<file path="src/rtl/computational_unit_pw.sv">
// Datapath with a register file, a data_bus source mux, an ALU and a sequential shift-add multiplier.
// Defining CU_SAT_ARITH_EN makes add/sub saturate; r_carry still reports the unsaturated carry or borrow.
module computational_unit_pw #(
  parameter int DATA_W = 4,
  parameter int CNT_W  = 3
) (
  input  logic              clk,
  input  logic              sync_reset,
  input  logic              i_sel,
  input  logic              x_sel,
  input  logic              y_sel,
  input  logic [3:0]        source_sel,
  input  logic [3:0]        ir_nibble,
  input  logic [DATA_W-1:0] i_pins,
  input  logic [DATA_W-1:0] dm,
  input  logic [8:0]        reg_en,
  output logic [DATA_W-1:0] data_bus,
  output logic [DATA_W-1:0] x0,
  output logic [DATA_W-1:0] x1,
  output logic [DATA_W-1:0] y0,
  output logic [DATA_W-1:0] y1,
  output logic [DATA_W-1:0] m,
  output logic [DATA_W-1:0] i,
  output logic [DATA_W-1:0] o_reg,
  output logic [DATA_W-1:0] r,
  output logic              r_eq_0,
  output logic              r_neg,
  output logic              r_carry,
  output logic              mul_busy
);

  localparam int PW = 2 * DATA_W;

  typedef enum logic {S_IDLE, S_MUL} state_e;
  typedef enum logic [2:0] {
    F_NEG, F_SUB, F_ADD, F_MULHI, F_MULLO, F_XOR, F_AND, F_NOT
  } alu_fn_e;

  state_e              state_q, state_d;
  logic [DATA_W-1:0]   x0_q, x1_q, y0_q, y1_q, m_q, i_q, o_reg_q, r_q;
  logic                r_eq_0_q, r_neg_q, r_carry_q;
  logic [CNT_W-1:0]    cnt_q;
  logic [PW-1:0]       mcand_q, acc_q;
  logic [DATA_W-1:0]   mplier_q;
  logic                hi_sel_q;

  logic [DATA_W-1:0]   pm_data, x_op, y_op, alu_r, mul_res;
  logic [DATA_W:0]     sum, diff;
  logic [PW-1:0]       step_acc;
  logic                op_fire, alu_wr, alu_c, mul_start, mul_done;
  alu_fn_e             func;
  logic                unused_reg_en7;

  assign unused_reg_en7 = reg_en[7];
  assign pm_data = DATA_W'(ir_nibble);
  assign x_op    = x_sel ? x1_q : x0_q;
  assign y_op    = y_sel ? y1_q : y0_q;
  assign sum     = {1'b0, x_op} + {1'b0, y_op};
  assign diff    = {1'b0, x_op} - {1'b0, y_op};
  assign func    = alu_fn_e'(ir_nibble[2:0]);
  // reg_en[4] is only honoured when no multiply is in flight.
  assign op_fire = reg_en[4] && (state_q == S_IDLE);

  always_comb begin
    unique case (source_sel)
      4'd0:    data_bus = x0_q;
      4'd1:    data_bus = x1_q;
      4'd2:    data_bus = y0_q;
      4'd3:    data_bus = y1_q;
      4'd4:    data_bus = r_q;
      4'd5:    data_bus = m_q;
      4'd6:    data_bus = i_q;
      4'd7:    data_bus = dm;
      4'd8:    data_bus = pm_data;
      4'd9:    data_bus = i_pins;
      default: data_bus = '0;
    endcase
  end

  // NOTE: every always_comb output gets a default first so no latch is inferred.
  always_comb begin
    alu_r     = '0;
    alu_c     = 1'b0;
    alu_wr    = 1'b0;
    mul_start = 1'b0;
    if (op_fire) begin
      unique case (func)
        F_NEG: if (!ir_nibble[3]) begin
          alu_wr = 1'b1;
          alu_r  = -x_op;
          alu_c  = |x_op;
        end
        F_SUB: begin
          alu_wr = 1'b1;
          alu_c  = diff[DATA_W];
`ifdef CU_SAT_ARITH_EN
          alu_r  = diff[DATA_W] ? '0 : diff[DATA_W-1:0];
`else
          alu_r  = diff[DATA_W-1:0];
`endif
        end
        F_ADD: begin
          alu_wr = 1'b1;
          alu_c  = sum[DATA_W];
`ifdef CU_SAT_ARITH_EN
          alu_r  = sum[DATA_W] ? '1 : sum[DATA_W-1:0];
`else
          alu_r  = sum[DATA_W-1:0];
`endif
        end
        F_MULHI, F_MULLO: mul_start = 1'b1;
        F_XOR: begin alu_wr = 1'b1; alu_r = x_op ^ y_op; end
        F_AND: begin alu_wr = 1'b1; alu_r = x_op & y_op; end
        F_NOT: if (!ir_nibble[3]) begin
          alu_wr = 1'b1;
          alu_r  = ~x_op;
        end
        default: ;
      endcase
    end
  end

  // The last step's partial sum is folded in combinationally so r lands on the DATA_W-th edge.
  assign step_acc = acc_q + (mplier_q[0] ? mcand_q : '0);
  assign mul_res  = hi_sel_q ? step_acc[PW-1:DATA_W] : step_acc[DATA_W-1:0];
  assign mul_done = (state_q == S_MUL) && (cnt_q == CNT_W'(1));

  // FSM: state register
  always_ff @(posedge clk) begin
    if (sync_reset) state_q <= S_IDLE;
    else            state_q <= state_d;
  end

  // FSM: next state
  always_comb begin
    state_d = state_q;
    unique case (state_q)
      S_IDLE: if (mul_start) state_d = S_MUL;
      S_MUL:  if (mul_done)  state_d = S_IDLE;
      default: state_d = S_IDLE;
    endcase
  end

  // FSM: outputs
  always_comb begin
    mul_busy = (state_q == S_MUL);
  end

  // NOTE: sequential state is updated with non-blocking assignments only.
  always_ff @(posedge clk) begin
    if (sync_reset) begin
      x0_q      <= '0;
      x1_q      <= '0;
      y0_q      <= '0;
      y1_q      <= '0;
      m_q       <= '0;
      i_q       <= '0;
      o_reg_q   <= '0;
      r_q       <= '0;
      r_eq_0_q  <= 1'b1;
      r_neg_q   <= 1'b0;
      r_carry_q <= 1'b0;
      cnt_q     <= '0;
      mcand_q   <= '0;
      acc_q     <= '0;
      mplier_q  <= '0;
      hi_sel_q  <= 1'b0;
    end else begin
      if (reg_en[0]) x0_q    <= data_bus;
      if (reg_en[1]) x1_q    <= data_bus;
      if (reg_en[2]) y0_q    <= data_bus;
      if (reg_en[3]) y1_q    <= data_bus;
      if (reg_en[5]) m_q     <= data_bus;
      if (reg_en[6]) i_q     <= i_sel ? i_q + m_q : data_bus;
      if (reg_en[8]) o_reg_q <= data_bus;

      if (mul_start) begin
        mcand_q  <= {{DATA_W{1'b0}}, x_op};
        mplier_q <= y_op;
        acc_q    <= '0;
        cnt_q    <= CNT_W'(DATA_W);
        hi_sel_q <= (func == F_MULHI);
      end else if (state_q == S_MUL) begin
        acc_q    <= step_acc;
        mcand_q  <= mcand_q << 1;
        mplier_q <= mplier_q >> 1;
        cnt_q    <= cnt_q - CNT_W'(1);
        if (mul_done) begin
          r_q       <= mul_res;
          r_eq_0_q  <= (mul_res == '0);
          r_neg_q   <= mul_res[DATA_W-1];
          r_carry_q <= 1'b0;
        end
      end else if (alu_wr) begin
        r_q       <= alu_r;
        r_eq_0_q  <= (alu_r == '0);
        r_neg_q   <= alu_r[DATA_W-1];
        r_carry_q <= alu_c;
      end
    end
  end

  assign x0      = x0_q;
  assign x1      = x1_q;
  assign y0      = y0_q;
  assign y1      = y1_q;
  assign m       = m_q;
  assign i       = i_q;
  assign o_reg   = o_reg_q;
  assign r       = r_q;
  assign r_eq_0  = r_eq_0_q;
  assign r_neg   = r_neg_q;
  assign r_carry = r_carry_q;

endmodule
</file>
<file path="config.mk">
export PLATFORM = sky130hd
export DESIGN_NAME = computational_unit_pw
export DESIGN_NICKNAME = d
export VERILOG_FILES = /design/src/rtl/computational_unit_pw.sv
export SDC_FILE = /design/constraint.sdc
export NUM_CORES = 1
export LEC_CHECK = 0
export ABC_AREA = 1
export CORE_UTILIZATION = 35
export CTS_CLUSTER_SIZE = 28
export DETAILED_ROUTE_END_ITERATION = 8
export PLACE_DENSITY = 0.58
export SLEW_MARGIN = 20
export SYNTH_ARGS = -nofsm -noshare
export SYNTH_HDL_FRONTEND = slang
export SYNTH_SLANG_ARGS = --single-unit
</file>
<file path="constraint.sdc">
create_clock -name clk -period 6.84 [get_ports clk]
set_input_delay 1.368 -clock clk [delete_from_list [all_inputs] [get_ports clk]]
set_output_delay 1.368 -clock clk [all_outputs]
set_load 0.01 [all_outputs]
</file>
Word level (Yosys, flattened, before mapping)
Index checks and enable logic that the tools add are counted.
{ "totals": {"ff_bits": 60, "out_inout_bits": 40, "elab_cells": 101} }
{ "classes": {"n_bitwise": 5, "add_sub_neg": 6, "mux": 39, "n_eq_ne": 18, "n_reduce_logical": 14} }
{ "ops": {"columns": ["operator", "count"], "rows": [
  ["two-way mux 4 bit", 14],
  ["case mux 4 bit (10 select lines)", 1],
  ["case mux 4 bit (6 select lines)", 1],
  ["two-way mux 1 bit", 17],
  ["== test 4 x 3 -> 1 bit (second input constant)", 4],
  ["== test 3 bit (second input constant)", 4],
  ["logical NOT 4 bit", 3],
  ["adder 8 bit", 1],
  ["== test 4 x 2 -> 1 bit (second input constant)", 2],
  ["== test 4 bit (second input constant)", 2],
  ["two-way mux 8 bit", 1],
  ["OR reduction 4 bit", 2],
  ["== test 3 x 1 -> 1 bit (second input constant)", 2],
  ["== test 3 x 2 -> 1 bit (second input constant)", 2],
  ["two-way mux 3 bit", 2],
  ["OR reduction 2 bit", 3],
  ["adder 4 x 4 -> 5 bit", 1],
  ["subtractor 4 x 4 -> 5 bit", 1],
  ["adder 4 bit", 1],
  ["bitwise AND 4 bit", 1],
  ["== test 4 x 1 -> 1 bit (second input constant)", 1],
  ["negation 4 bit", 1],
  ["inverter 4 bit", 1],
  ["case mux 1 bit (2 select lines)", 2],
  ["9 further kinds", 12]
]} }

Depth between registers and ports, before layout
Gate-level depths: netlist (run 1).
{ "logic_depth": {"ltp_word": 8, "mapped_depth": 17} }

Worst setup path after synthesis (run 1)
Ideal clock, no wire load.
{ "synth_timing": {"path_type": "in2out", "start": "in source_sel[3]", "end": "out data_bus[1]", "n_path_buf": 0, "path_stages": 9, "t_arrival_ps": 2259, "path_slack_ps": 3213, "cell_sequence": "inv_1 nand2_2 inv_2 nand2_1 nor2_1 nor3_1 nand2_1 nor2_2 inv_1"} }
{ "synth_between": {"elab_chain_cells": 2} }
{ "synth_rtl": {"columns": ["element", "line", "text"], "rows": [
  ["from (decl)", "12", "input logic [3:0] source_sel,"],
  ["== test 4 bit, or another cell as far along", "65", "unique case (source_sel)"],
  ["case mux 4 bit (10 select lines) (*)", "65", null],
  ["to (decl)", "17", "output logic [DATA_W-1:0] data_bus,"]
]} }
Every way passes the cells marked *; elsewhere a longest branch is shown, timed or not.

Worst setup path in the final report (run 1)
Same ends and word-level chain as after synthesis.

==> reports/qor.txt, run 1 <==
Final TNS setup: 0 ns
Crit-path slowest cell: clkdlybuf4s50_1
Fmax: 203 MHz
EDFF count, synth: 0
Worst setup margin: 1.92 ns
DP HPWL: 9270 um
R2r endpoint: r[2]
Reg2reg path depth: 13
Syn Nets: 683
Max Cap Viol: 0
R2R setup slack: 4.14 ns
List of most frequent post-synthesis cells: nand2_1, inv_1, dfxtp_1
Setup crit end kind: primary output
Min cycle time layout: 4.92 ns
Initial Utilization: 36.5%
Htree depth: 3
Slew Limit Headroom: 41.8%
Placeable Area: 0.0110 mm2
RSZ-0062 raised after global routing: no
# Post-CTS Setup Buffers: 0
First-pass GRT wire length: 19600 um
Biggest registers after layout: acc_q x8, mcand_q x8
WP depth: 11
Avg Cell Area, Syn: 6.42 um2
Inst Count DP: 823
Die width: 109 um
Largest fanout on the critical path: 9
Routed WL: 12200 um
Measured slew at the worst slew-check pin: 0.864 ns
Die footprint: 0.0119 mm2
Tot GR Track Use: 21.9%
Req. time, crit path: 5.47 ns
Fin. max-slew vios: 0
Post-DP Area: 0.00482 mm2
Remaining DRCs: 0
DR iter-0 viols: 217
Peak VDD IR: 129 uV
Post-Route Utilization: 46.9%
RR Startpoint: y0[1]
Final Hold Viols: 0
Hold Path Sink: mplier_q[3]
GRT overflow: 0
Outcome: complete, no violations
Worst Hold Path Cells: 2
Crit Path Class: input port to primary output
Synth top area share: 29.5%
Clock Skews: 0.00752 ns
Antenna cells: 0
Post-synthesis instance area: 0.00400 mm2
Clk_lat worst skew: 0.34 ns
Final period util: 71.9%
Crit path buf inv count: 5
CP Cell Sequence: clkdlybuf4s50_1 > inv_1 > nand2_2 > inv_2 > nand2_1 > nor2_1 > nor3_1 > nand2_1 > nor2_2 > inv_1 > clkdlybuf4s50_1
Fin Hold WS: 0.467 ns
HP Class: register to register
Die extent in y: 109 um
Fillers: 1144
First-pass DRT Iterations: 5
# IOs: 70
Crit path DAT: 3.55 ns
Synth area leaders: dfxtp_1, nand2_1, inv_1, ha_1, a21oi_1
FFs w/ async S/R, synth: 0%
Cell accounting for the most synthesized area: dfxtp_1
Via count: 4213
Final nets: 753
Crit-path max cell delay: 0.49 ns
Mapped Cells: 624
Cell variety after synth: 35
CTS sink count: 59
Post-CTS Resized: 0
WL per Instance: 14.5 um
Pwr dens: 216 mW/mm2
Synth-to-layout area growth: 28.7%
Flops & latches, synth: 59
Gpl congestion: 0.900
Yosys warns: 0
Delay-heaviest family, CP: buffers and inverters
Sequential area share after synthesis: 29.5%
Tot Pwr: 1.11 mW
CTS Buf Count: 9
Port bufs: 68
Final Instance Count excl. Fillers: 839
CTS Buffer Depth: 2
Clock transition at path regs: 0.05 ns
Hold_buf cts: 0
Largest net degree at the start of global routing: 33
Leakage dissipation: 2.41 nW
Vias in the first global route: 3990
Design Area, Final: 0.00515 mm2
Pre-CTS setup slack: 1.94 ns
Antenna viol nets, final: 0
Vias/cell: 5.02
CTS tree: built
Most frequent cell after synthesis: nand2_1
Source of the worst hold timing path: mplier_q[3]
Startpoint types: input port
Proportion of layout cells with a drive suffix above 1: 7.01%
Top FF cell, synth: dfxtp_1
Antenna violations before repair: 0
Root Driver: clkbuf_16
Finish-stage setup viols: 0
Row count: 38
==> worst register-to-register path, stage by stage (launching register included) <==
cell and delay, ns:
dfxtp_1 0.35, o21ai_0 0.71, inv_1 0.20, fa_1 0.49, inv_1 0.09, nand2_1 0.05, nand2_1 0.06, nor2_1 0.04
nor2_1 0.16, nand3b_1 0.12, nand2_1 0.09, nand2_2 0.06, o21ai_0 0.08, a21oi_1 0.08
==> where the power goes <==
group | leakage, nW | internal, mW | switching [mW]
combinational | 1.77 | 0.0935 | 0.130
clock | 0.159 | 0.338 | 0.166
sequential | 0.483 | 0.364 | 0.0201
total | 2.41 | 0.796 | 0.315
==> cell type report <==
type,instances,area [um2],share of cell area (%)
Clock inverter,4,72.6,1.41
Tap cell,140,175,3.40
Timing Repair Buffer,70,696,13.5
Clock buffer,12,256,4.98
Multi-Input combinational cell,454,2400,46.5
Inverter,100,375,7.28
Sequential cell,59,1180,22.9
==> layer usage <==
layer / global-route usage (%) / wire length, um / vias to the layer above
met5: 0 / 0 / -
met4: 9.46 / 276 / 0
met3: 4.60 / 631 / 21
met2: 36.0 / 5620 / 119
met1: 27.3 / 5620 / 1912
li1: - / - / 2161
==> worst max path at each step <==
stage                        from           to  slack [ns]
floorplan           source_sel[3]  data_bus[1]        3.21
global placement    source_sel[3]  data_bus[1]        1.92
detailed placement  source_sel[3]  data_bus[1]        1.94
CTS                 source_sel[3]  data_bus[1]        1.91
global route        source_sel[1]  data_bus[1]        1.74
finish              source_sel[3]  data_bus[1]        1.92
==> cells by family (layout without fill, tap and decap cells) <==
family                     after synthesis  in the layout  synth area share (%)
and+or+nand+nor                        297            297                  32.0
DFF                                     59             59                  29.5
xor gates and xnor gates                 5              5                  1.09
buffers and inverters                  111            186                  10.6
AOI/OAI and AO/OA                      123            123                  17.0
adders and majority gates               29             29                  9.81
==> cells in the final DEF, fill, tap and decap left out, drive strengths merged <==
master	count
bufinv	2
nand3	54
fa	4
inv	100
o21a	1
nor2	52
a21oi	56
clkinvlp	1
a31oi	5
o32ai	1
o22ai	2
nor3	2
o21ai	48
a221oi	4
o211ai	5
clkinv	1
nand4	5
xor2	1
xnor2	4
o21bai	1
ha	25
nand3b	3
nand2	179
buf	2
dfxtp	59
clkbuf	12
clkdlybuf4s50	68
or2	2
Power figures use the tool's default switching activity.
==> run 2, diff against run 1 <==
--- a/config.mk
+++ b/config.mk
@@ -9,7 +9,7 @@
 export CORE_UTILIZATION = 35
 export CTS_CLUSTER_SIZE = 28
 export DETAILED_ROUTE_END_ITERATION = 8
-export PLACE_DENSITY = 0.58
+export PLACE_DENSITY = 0.6
 export SLEW_MARGIN = 20
 export SYNTH_ARGS = -nofsm -noshare
 export SYNTH_HDL_FRONTEND = slang
==> constraint.sdc (replaced) <==
create_clock -name clk -period 4.15 [get_ports clk]
set_input_delay 0.83 -clock clk [delete_from_list [all_inputs] [get_ports clk]]
set_output_delay 0.83 -clock clk [all_outputs]
set_load 0.01 [all_outputs]
==> reports/qor.txt, run 2 (synthesis results as in run 1) <==
Antenna cells: 0 (unchanged)
# Post-CTS Setup Buffers: 0 (unchanged)
Htree depth: 3 (unchanged)
Setup crit end kind: primary output
Placeable Area: 0.0110 mm2 (unchanged)
Largest fanout on the critical path: 7 (-2)
Pwr dens: 335 mW/mm2 (+56%)
Largest net degree at the start of global routing: 27 (-18%)
Share of power burned in combinational logic: 21.4% (+1.3 points)
Fin. max-slew vios: 0 (unchanged)
Req. time, crit path: 3.32 ns (-2.15 ns)
Final nets: 756 (+0.40%)
Hold_buf cts: 0 (unchanged)
NetSw: 491 uW (+56%)
Clk_lat worst skew: 0.33 ns (about the same)
CTS Buf Count: 9 (unchanged)
Die extent in y: 109 um (unchanged)
Clock transition at path regs: 0.05 ns (about the same)
Final period util: 92.7%
Reg power frac: 36.9% (+2.3 points)
Synth-to-layout area growth: 28.1%
Proportion of layout cells with a drive suffix above 1: 7.14% (+0.13 points)
Initial Utilization: 36.5% (unchanged)
Root Driver: clkbuf_16
Tot GR Track Use: 21.6% (-0.29 points)
Via count: 4204 (-0.21%)
Pre-CTS setup slack: 0.321 ns (-1.62 ns)
Outcome: complete, no violations
Vias/cell: 5.00 (-0.33%)
Crit Path Class: input port to primary output
CTS sink count: 59 (unchanged)
Crit path DAT: 3.02 ns (-0.53 ns)
# IOs: 70 (unchanged)
GRT overflow: 0 (unchanged)
Clock Skews: 0.0110 ns (+0.00351 ns)
HP Class: register to register
Post-CTS Resized: 0 (unchanged)
Routed WL: 11700 um (-3.4%)
Clk pwr share: 41.7% (-3.6 points)
RSZ-0062 raised after global routing: no
Fillers: 1107 (-3.2%)
Die footprint: 0.0119 mm2 (unchanged)
Final Hold Viols: 0 (unchanged)
Biggest registers after layout: acc_q x8, mcand_q x8
Commonest non-fill, non-tap cell in the layout: nand2_1
Max Cap Viol: 0 (unchanged)
Slew Limit Headroom: 56.3% (+15 points)
Leakage dissipation: 2.40 nW (-0.13%)
Antenna viol nets, final: 0 (unchanged)
Remaining DRCs: 0 (unchanged)
Switching share of power: 28.6% (+0.20 points)
Final TNS setup: 0 ns (unchanged)
CTS tree: built
WL per Instance: 14.0 um (-3.5%)
CTS Buffer Depth: 2 (unchanged)
Worst setup margin: 0.301 ns (-1.62 ns)
P_int: 1.23 mW (+54%)
Measured slew at the worst slew-check pin: 0.655 ns (-0.209 ns)
First-pass DRT Iterations: 4 (-1)
DP HPWL: 9230 um (-0.45%)
Die width: 109 um (unchanged)
Peak VDD IR: 241 uV (+87%)
Row count: 38 (unchanged)
Port bufs: 68 (unchanged)
Startpoint types: input port
Min cycle time layout: 3.85 ns
Antenna violations before repair: 0 (unchanged)
First-pass GRT wire length: 19800 um (+1.1%)
Fmax: 260 MHz
Finish-stage setup viols: 0 (unchanged)
Vias in the first global route: 4204 (+5.4%)
Most frequent cells in the layout: nand2_1, inv_1, clkdlybuf4s50_1
DR iter-0 viols: 204 (-6.0%)
Gpl congestion: 0.988 (+9.8%)
## run 2: changes by cell type in the layout (fill, tap and decap cells not counted)
cell / previous run / this run
bufinv_16: 2 / 1
buf_4: 2 / 5
clkbuf_8: 2 / 1
clkinvlp_4: 1 / 0
clkinv_2: 1 / 2
## run 2: routing by layer
metal	track usage (%)	up-vias	wire length [um]
li1	-	2160	-
met1	26.0	1897	5380
met2	35.2	121	5300
met3	7.11	26	738
met4	8.69	0	317
met5	0	-	0
## run 2: critical path, cell delays in order
cell and delay [ns]:
clkdlybuf4s50_1 0.51, inv_1 0.07, nand2_1 0.10, inv_1 0.12
nand3_1 0.08, o21ai_0 0.12, nor2_1 0.16, nand2_1 0.08
nor2_2 0.38, inv_1 0.08, clkdlybuf4s50_1 0.49
## run 2: path summary, 6_finish.rpt
path | startpoint | to | slack (ns) | cells past startpoint
max | source_sel[1] | data_bus[1] | 0.30 | 11
min | mplier_q[3] | mplier_q[3] | 0.47 | 2
max reg2reg | x0[0] | r_eq_0 | 1.56 | 14
min reg2reg | mplier_q[3] | mplier_q[3] | 0.47 | 2
## run 2: through the flow
step | cell area (um2) | util [%] | hold WS [ns] | total power [mW] | instances
after floorplan | 4000 | - | 0.440 | 0.846 | 624
final | 5130 | 46.7 | 0.467 | 1.72 | 840
after CTS | 5130 | 46.7 | 0.470 | 1.74 | 840
after global routing | 5130 | 46.7 | 0.498 | 1.81 | 840
after global placement | 4850 | 44.1 | 0.452 | 1.01 | 826
after detailed placement | 4850 | 44.1 | 0.461 | 1.01 | 826
## run 2: layout make-up
cell class | instances | area, um2 | area share, %
clock inverter | 3 | 40.0 | 0.780
multi-input combinational | 454 | 2400 | 46.7
clock buffer | 11 | 243 | 4.73
tap | 140 | 175 | 3.41
inverter | 100 | 375 | 7.32
sequential | 59 | 1180 | 23.0
timing repair buffer | 73 | 718 | 14.0
## run 2: power groups by stage
stage	Combinational, mW	Clock (mW)	Sequential (mW)
floorplan	0.200	0	0.646
global placement	0.361	0	0.646
detailed placement	0.367	0	0.645
CTS	0.369	0.737	0.634
global route	0.414	0.755	0.639
finish	0.367	0.718	0.635
==> run 3, diff against run 2 <==
--- a/config.mk
+++ b/config.mk
@@ -6,11 +6,12 @@
 export NUM_CORES = 1
 export LEC_CHECK = 0
 export ABC_AREA = 1
+export CORE_MARGIN = 5
 export CORE_UTILIZATION = 35
 export CTS_CLUSTER_SIZE = 28
 export DETAILED_ROUTE_END_ITERATION = 8
 export PLACE_DENSITY = 0.6
-export SLEW_MARGIN = 20
+export SLEW_MARGIN = 0
 export SYNTH_ARGS = -nofsm -noshare
 export SYNTH_HDL_FRONTEND = slang
 export SYNTH_SLANG_ARGS = --single-unit
==> reports/qor.txt, run 3 (synthesis results as in run 1) <==
Outcome: complete, no violations
CTS Buf Count: 9 (unchanged)
Setup crit end kind: primary output
Max Cap Viol: 0 (unchanged)
Hold_buf cts: 0 (unchanged)
Port bufs: 68 (unchanged)
Die width: 117 um (+7.3%)
# IOs: 70 (unchanged)
Worst Hold Path Cells: 2 (unchanged)
Placeable Area: 0.0113 mm2 (+3.1%)
Req. time, crit path: 3.32 ns (about the same)
Final TNS setup: 0 ns (unchanged)
Die footprint: 0.0137 mm2 (+15%)
Biggest registers after layout: acc_q x8, mcand_q x8
Pwr dens: 339 mW/mm2 (+0.96%)
Antenna violations before repair: 0 (unchanged)
WL per Instance: 14.1 um (+1.0%)
RSZ-0062 raised after global routing: no
Crit path DAT: 3.08 ns (+0.06 ns)
Most frequent cells in the layout: nand2_1, inv_1, clkdlybuf4s50_1
Row count: 39 (+2.6%)
Worst setup margin: 0.237 ns (-0.0643 ns)
Slew Limit Headroom: 45.1% (-11 points)
Met3 WL: 790 um (+7.0%)
DRT met1 WL: 5210 um (-3.2%)
R2R setup slack: 1.60 ns (+0.04 ns)
Peak VDD IR: 256 uV (+6.0%)
Tot Pwr: 1.74 mW (+1.3%)
DR iter-0 viols: 156 (-24%)
Leakage dissipation: 2.40 nW (about the same)
Final nets: 756 (unchanged)
R2r endpoint: r_eq_0
GRT overflow: 0 (unchanged)
Largest net degree at the start of global routing: 27 (unchanged)
Measured slew at the worst slew-check pin: 0.815 ns (+0.161 ns)
Finish-stage setup viols: 0 (unchanged)
First-pass GRT wire length: 19800 um (-0.24%)
Final Hold Viols: 0 (unchanged)
Largest fanout on the critical path: 9 (+2)
Die extent in y: 117 um (+7.3%)
Antenna cells: 0 (unchanged)
CTS sink count: 59 (unchanged)
Source of the worst hold timing path: mplier_q[3]
Initial Utilization: 35.4% (-1.1 points)
Min cycle time layout: 3.91 ns (+0.0643 ns)
Crit path from: source_sel[3]
CTS tree: built
Post-CTS Resized: 0 (unchanged)
Tot GR Track Use: 18.4% (-3.1 points)
Highest metal used: met4
RR Startpoint: y0[1]
Remaining DRCs: 0 (unchanged)
Clock transition at path regs: 0.05 ns (about the same)
Vias in the first global route: 4140 (-1.5%)
# Post-CTS Setup Buffers: 0 (unchanged)
Vias/cell: 4.97 (-0.73%)
Reg2reg path depth: 13 (-1)
Final period util: 94.3% (+1.5 points)
Crit Path Class: input port to primary output
Htree depth: 3 (unchanged)
Clock Skews: 0.00994 ns (-0.00109 ns)
First-pass DRT Iterations: 5 (+1)
HP Class: register to register
Hold Path Sink: mplier_q[3]
Fin. max-slew vios: 0 (unchanged)
Fmax: 256 MHz (-1.6%)
CTS Buffer Depth: 2 (unchanged)
Startpoint types: input port
Synth-to-layout area growth: 28.6%
Pre-CTS setup slack: 0.339 ns (+0.0185 ns)
Antenna viol nets, final: 0 (unchanged)
Via count: 4198 (-0.14%)
Clk_lat worst skew: 0.32 ns (about the same)
DP HPWL: 9290 um (+0.68%)
Post-Route Utilization: 45.5% (-1.2 points)
Proportion of layout cells with a drive suffix above 1: 7.26% (+0.12 points)
Commonest non-fill, non-tap cell in the layout: nand2_1
Routed WL: 11900 um (+1.6%)
Routed wl met2: 5740 um (+8.4%)
Fin Hold WS: 0.465 ns (-0.00238 ns)
Gpl congestion: 0.908 (-8.0%)
Root Driver: clkbuf_16
[run 3: layout make-up]
class | count | area, um2
Inverter | 100 | 375
Fill cell | 1163 | 6170
Clock buffer | 12 | 246
Clock inverter | 4 | 50.0
Multi-Input combinational cell | 454 | 2400
Timing Repair Buffer | 73 | 718
Tap cell | 143 | 179
Sequential cell | 59 | 1180
[run 3: where the power goes]
part | internal, mW | leakage [nW] | switching [mW] | total (mW)
combinational | 0.157 | 1.78 | 0.208 | 0.365
sequential | 0.600 | 0.483 | 0.0354 | 0.636
clock | 0.480 | 0.139 | 0.262 | 0.742
[run 3: worst max-delay path by stage]
stage | end | cells after the start | slack [ns]
6_report | data_bus[1] | 11 | 0.24
5_1_grt | data_bus[1] | 11 | 0.06
4_1_cts | data_bus[1] | 11 | 0.25
3_5_place_dp | data_bus[1] | 11 | 0.34
3_3_place_gp | data_bus[1] | 11 | 0.32
2_1_floorplan | r_eq_0 | 14 | 1.50
[run 3: per-stage QoR]
stage / cells / instance area, um2
floorplan: 624 / 4000
global placement: 829 / 4850
detailed placement: 829 / 4850
CTS: 845 / 5150
global route: 845 / 5150
finish: 845 / 5150
[run 3: critical path, cell delays in order]
cell and delay (ns):
clkdlybuf4s50_1 0.49, inv_1 0.09, nand2_2 0.11, inv_2 0.09
nand2_1 0.09, nor2_1 0.05, nor3_1 0.28, nand2_1 0.13
nor2_2 0.36, inv_1 0.08, clkdlybuf4s50_1 0.49
[run 3: layer usage]
| layer | vias up | GRT usage [%] |
|---|---|---|
| met2 | 134 | 32.2 |
| met3 | 16 | 5.09 |
| li1 | 2165 | - |
| met1 | 1883 | 22.3 |
| met5 | - | 0 |
| met4 | 0 | 5.20 |
==> patch 1: new RTL, settings of run 3 <==
`CNT_W`: 3 -> 5.
--- a/src/rtl/computational_unit_pw.sv
+++ b/src/rtl/computational_unit_pw.sv
@@ -3,5 +3,5 @@
 module computational_unit_pw #(
   parameter int DATA_W = 4,
-  parameter int CNT_W  = 3
+  parameter int CNT_W  = 5
 ) (
   input  logic              clk,
Check against the original RTL: no difference found for any inputs over 4 cycles, from zero or initial values and one cycle with sync_reset high; that may be too few to reach the edited logic, so the function may still have changed.
==> patch 1 against run 3 <==
First-iteration DRC count up 14%; setup slack better by 290 ps; area after synthesis up 1.5%; sequential cell count up 2; cell area about the same; power about the same; clock skew down 1.2 ps; combinational power up 7.4%; count of clock-buffer cells in the layout down 3; routed wire length up 0.88%; die area up 1.4%; synthesized cell count down 2.4%; clock power down 7.0%.
==> patch 1: results (changes against run 3) <==
Layout fillers 1200 (+3.2%); measured slew at the worst slew-check pin 747 ps (-68.8 ps); share of post-route cells with drive strength above 1 8.64% (+1.4 points); Seq/Total Area, Yosys 30.0% (+0.54 points); Clk Latency, worst-skew pair 330 ps; R2R Path End r_eq_0; Post-CTS Resized 0 (unchanged); Min Hold Slack 464 ps (-1.20 ps); GR Util All Layers 17.6% (-0.89 points); Leak Pwr 2.35 nW (-2.3%); vias 4181 (-0.40%); synth top area cells dfxtp_1 (30%), nand2_1 (13%), inv_1 (7.8%); Final #Nets 733 (-3.0%); DP Area 0.00487 mm2 (+0.49%); first-pass GRT wire length 20300 um (+2.4%); status finished clean; largest net degree at the start of global routing 36 (+33%); initial drt markers 178 (+14%); GPL Wtd Cong 0.908 (about the same); WP data arrival 2790 ps (-290 ps); Clk pin slew, worst setup/hold paths 50 ps (about the same); dpl ws 499 ps (+160 ps); Commonest cells post-synth nand2_1 (140), inv_1 (84), dfxtp_1 (61); Yosys cell types 39 (+11%); Worst Path Max Fanout 4 (-5); RR Startpoint y0[0]; Int Pwr 0.00119 W (-3.5%); hold_sp mplier_q[3]; DR WL/cell 14.6 um (+3.2%); syn nets 664 (-2.8%); clk_skew 8.71 ps (-1.24 ps); initial antenna violation count 0 (unchanged); biggest regs acc_q: 8 flops, mcand_q: 8 flops, cnt_q: 5 flops; slowest stage delay, CP 550 ps (+60 ps); Peak VDD IR 0.172 mV (-33%); r2r setup slk 1470 ps (-130 ps); dpl hpwl 9490 um (+2.1%)
## patch 1: cell count changes in the layout (fill, tap and decap cells not counted), moves of 3 or more
cell / delta
nand4_1: +3
nor2_4: +4
xor2_1: +3
o21ai_1: +5
nand3_2: +4
inv_1: -9
nand3_1: +3
nand2_1: -31
inv_4: +3
nor2_2: -6
ha_1: -4
nand2_2: -3
## patch 1: layout make-up
cell class,instances,area share (%)
multi-input combinational,438,46.5
sequential,61,23.7
timing repair buffer,72,13.8
inverter,96,7.14
clock buffer,9,4.37
tap,143,3.48
clock inverter,7,0.948
## patch 1: power groups by stage
stage | logic, W | registers, W | clock network [W]
final | 0.000392 | 0.000661 | 0.000690
after global routing | 0.000440 | 0.000667 | 0.000728
after CTS | 0.000394 | 0.000661 | 0.000702
after detailed placement | 0.000391 | 0.000673 | 0
after global placement | 0.000388 | 0.000673 | 0
after floorplan | 0.000225 | 0.000672 | 0
## patch 1: metal layers
layer  GRT usage [%]  wire (um)
met1            23.7       5640
met5               0          0
met2            27.5       5460
met4            5.38        153
met3            4.47        782
## patch 1: through the flow
step	total power (W)	utilization, %	instances
after floorplan	0.000897	-	609
after global placement	0.00106	42.7	810
after detailed placement	0.00106	42.7	810
after CTS	0.00176	45.1	826
after global routing	0.00183	45.1	826
final	0.00174	45.1	826
## patch 1: worst reg2reg max path, cell delays in order (launching register included)
cell and delay [ps]:
dfxtp_1 360, inv_1 90, o21ai_0 420, ha_1 340, inv_1 80, fa_1 370, or2_2 310, nand3_1 90
nand3_1 80, nor2_1 120, nor2_1 80, nor2_1 120, nand3_1 80, nand3_1 70
## patch 1: logic make-up (layout without fill, tap and decap cells)
group | after synthesis | count (layout) | synth area share [%]
xor+xnor | 8 | 8 | 1.72
fa+ha+maj | 25 | 25 | 8.43
simple gates | 275 | 275 | 31.3
compound gates | 130 | 130 | 17.5
buf+inv | 110 | 184 | 11.0
flops | 61 | 61 | 30.0
## patch 1: how the worst max path moves through the flow
stage                  end     startpoint  cells past startpoint  slack [ps]
5_1_grt        data_bus[1]  source_sel[0]                      7         380
4_1_cts        data_bus[1]  source_sel[0]                      7         500
6_report       data_bus[1]  source_sel[0]                      7         530
3_3_place_gp   data_bus[0]  source_sel[2]                      7         520
2_1_floorplan       r_eq_0          x_sel                     16        1450
3_5_place_dp   data_bus[1]  source_sel[0]                      7         500
==> patch 2: new RTL, settings of run 3 <==
Made on the original files. Put one more register stage on the output `x0`, with the module's reset. The value now appears one clock later. The other outputs are not delayed to match.
--- a/src/rtl/computational_unit_pw.sv
+++ b/src/rtl/computational_unit_pw.sv
@@ -201,5 +201,11 @@
   end
 
-  assign x0      = x0_q;
+  always_ff @(posedge clk) begin
+    if (sync_reset) begin
+      x0 <= '0;
+    end else begin
+      x0 <= x0_q;
+    end
+  end
   assign x1      = x1_q;
   assign y0      = y0_q;
Formal check against the unedited RTL: not equivalent (a bounded check fails within 4 cycles, from zero or initial values and one cycle with sync_reset high).
==> patch 2 against run 3 <==
Register-to-register slack worse by 50 ps; critical path depth is 3 lower; synthesized cell count is 0.16% lower; routed wire length is 0.85% higher; power is 4.1% higher; area after synthesis is 2.8% higher; sequential cell count is 4 higher; setup slack better by 260 ps; cell area is 2.2% higher; first-iteration DRC count is 24% higher; global-route usage is 0.97 points lower; utilization is 0.41 points higher; clock power is 5.0% higher; largest cell class unchanged.
==> patch 2: results (changes against run 3) <==
synth top area cells dfxtp_1 (31%), nand2_1 (14%), inv_1 (8.1%); GR Util All Layers 17.5% (-0.97 points); register share of total power 37.1% (+0.6 points); via/cell ratio 5.03 (+1.2%); sw frac 28.9% (-0.17 points); WP data arrival 2820 ps (-260 ps); Worst Path Max Fanout 6 (-3); Yosys cell types 36 (+2.9%); sequential power 0.000674 W (+6.0%); fraction of area in multi-input gates 45.9% (-0.65 points); Final #Nets 755 (-0.13%); inverter count of the layout excluding clock inverters 98 (-2.0%); fin cells 843 (-0.24%); dpl ws 503 ps (+163 ps); Seq/Total Area, Yosys 30.6% (+1.1 points); Peak VDD IR 0.222 mV (-13%); measured slew at the worst slew-check pin 754 ps (-61.6 ps); FF-to-FF path depth 15 (+2); area grow syn2layout 27.8%; Hold Crit Endpoint acc_q[0]; vias in the first global route 4168 (+0.68%); clk_skew 6.35 ps (-3.59 ps); syn nets 682 (-0.15%); clock share of power 42.9% (+0.3 points); number of clock buffers in the layout 11 (-1); # clock sinks 63 (+6.8%); status finished clean; Placed Cells 828 (-0.12%)
## patch 2: how the worst max path moves through the flow
stage                   from     endpoint  slack, ps
6_report       source_sel[0]  data_bus[2]        500
5_1_grt        source_sel[3]  data_bus[1]        320
4_1_cts        source_sel[1]  data_bus[1]        490
3_5_place_dp   source_sel[1]  data_bus[1]        500
3_3_place_gp   source_sel[0]  data_bus[2]        510
2_1_floorplan          x_sel         r[2]       1540
## patch 2: kinds of logic after synthesis
group | share of synthesized area (%)
simple gates | 30.5
xor+xnor | 1.28
compound gates | 17.4
fa+ha+maj | 9.54
buf+inv | 10.7
flops | 30.6
## patch 2: critical path, cell delays in order
cell	delay [ps]
clkdlybuf4s50_1	640
inv_2	90
nor2_4	140
nand2_2	100
o22ai_1	130
inv_1	80
nand3_1	210
clkdlybuf4s50_1	590
## patch 2: per-layer routing
layer,global-route usage [%],part of all wire (%)
met5,0,0
met4,5.88,1.8
met3,5.16,7.2
met2,29.3,47
met1,21.4,44
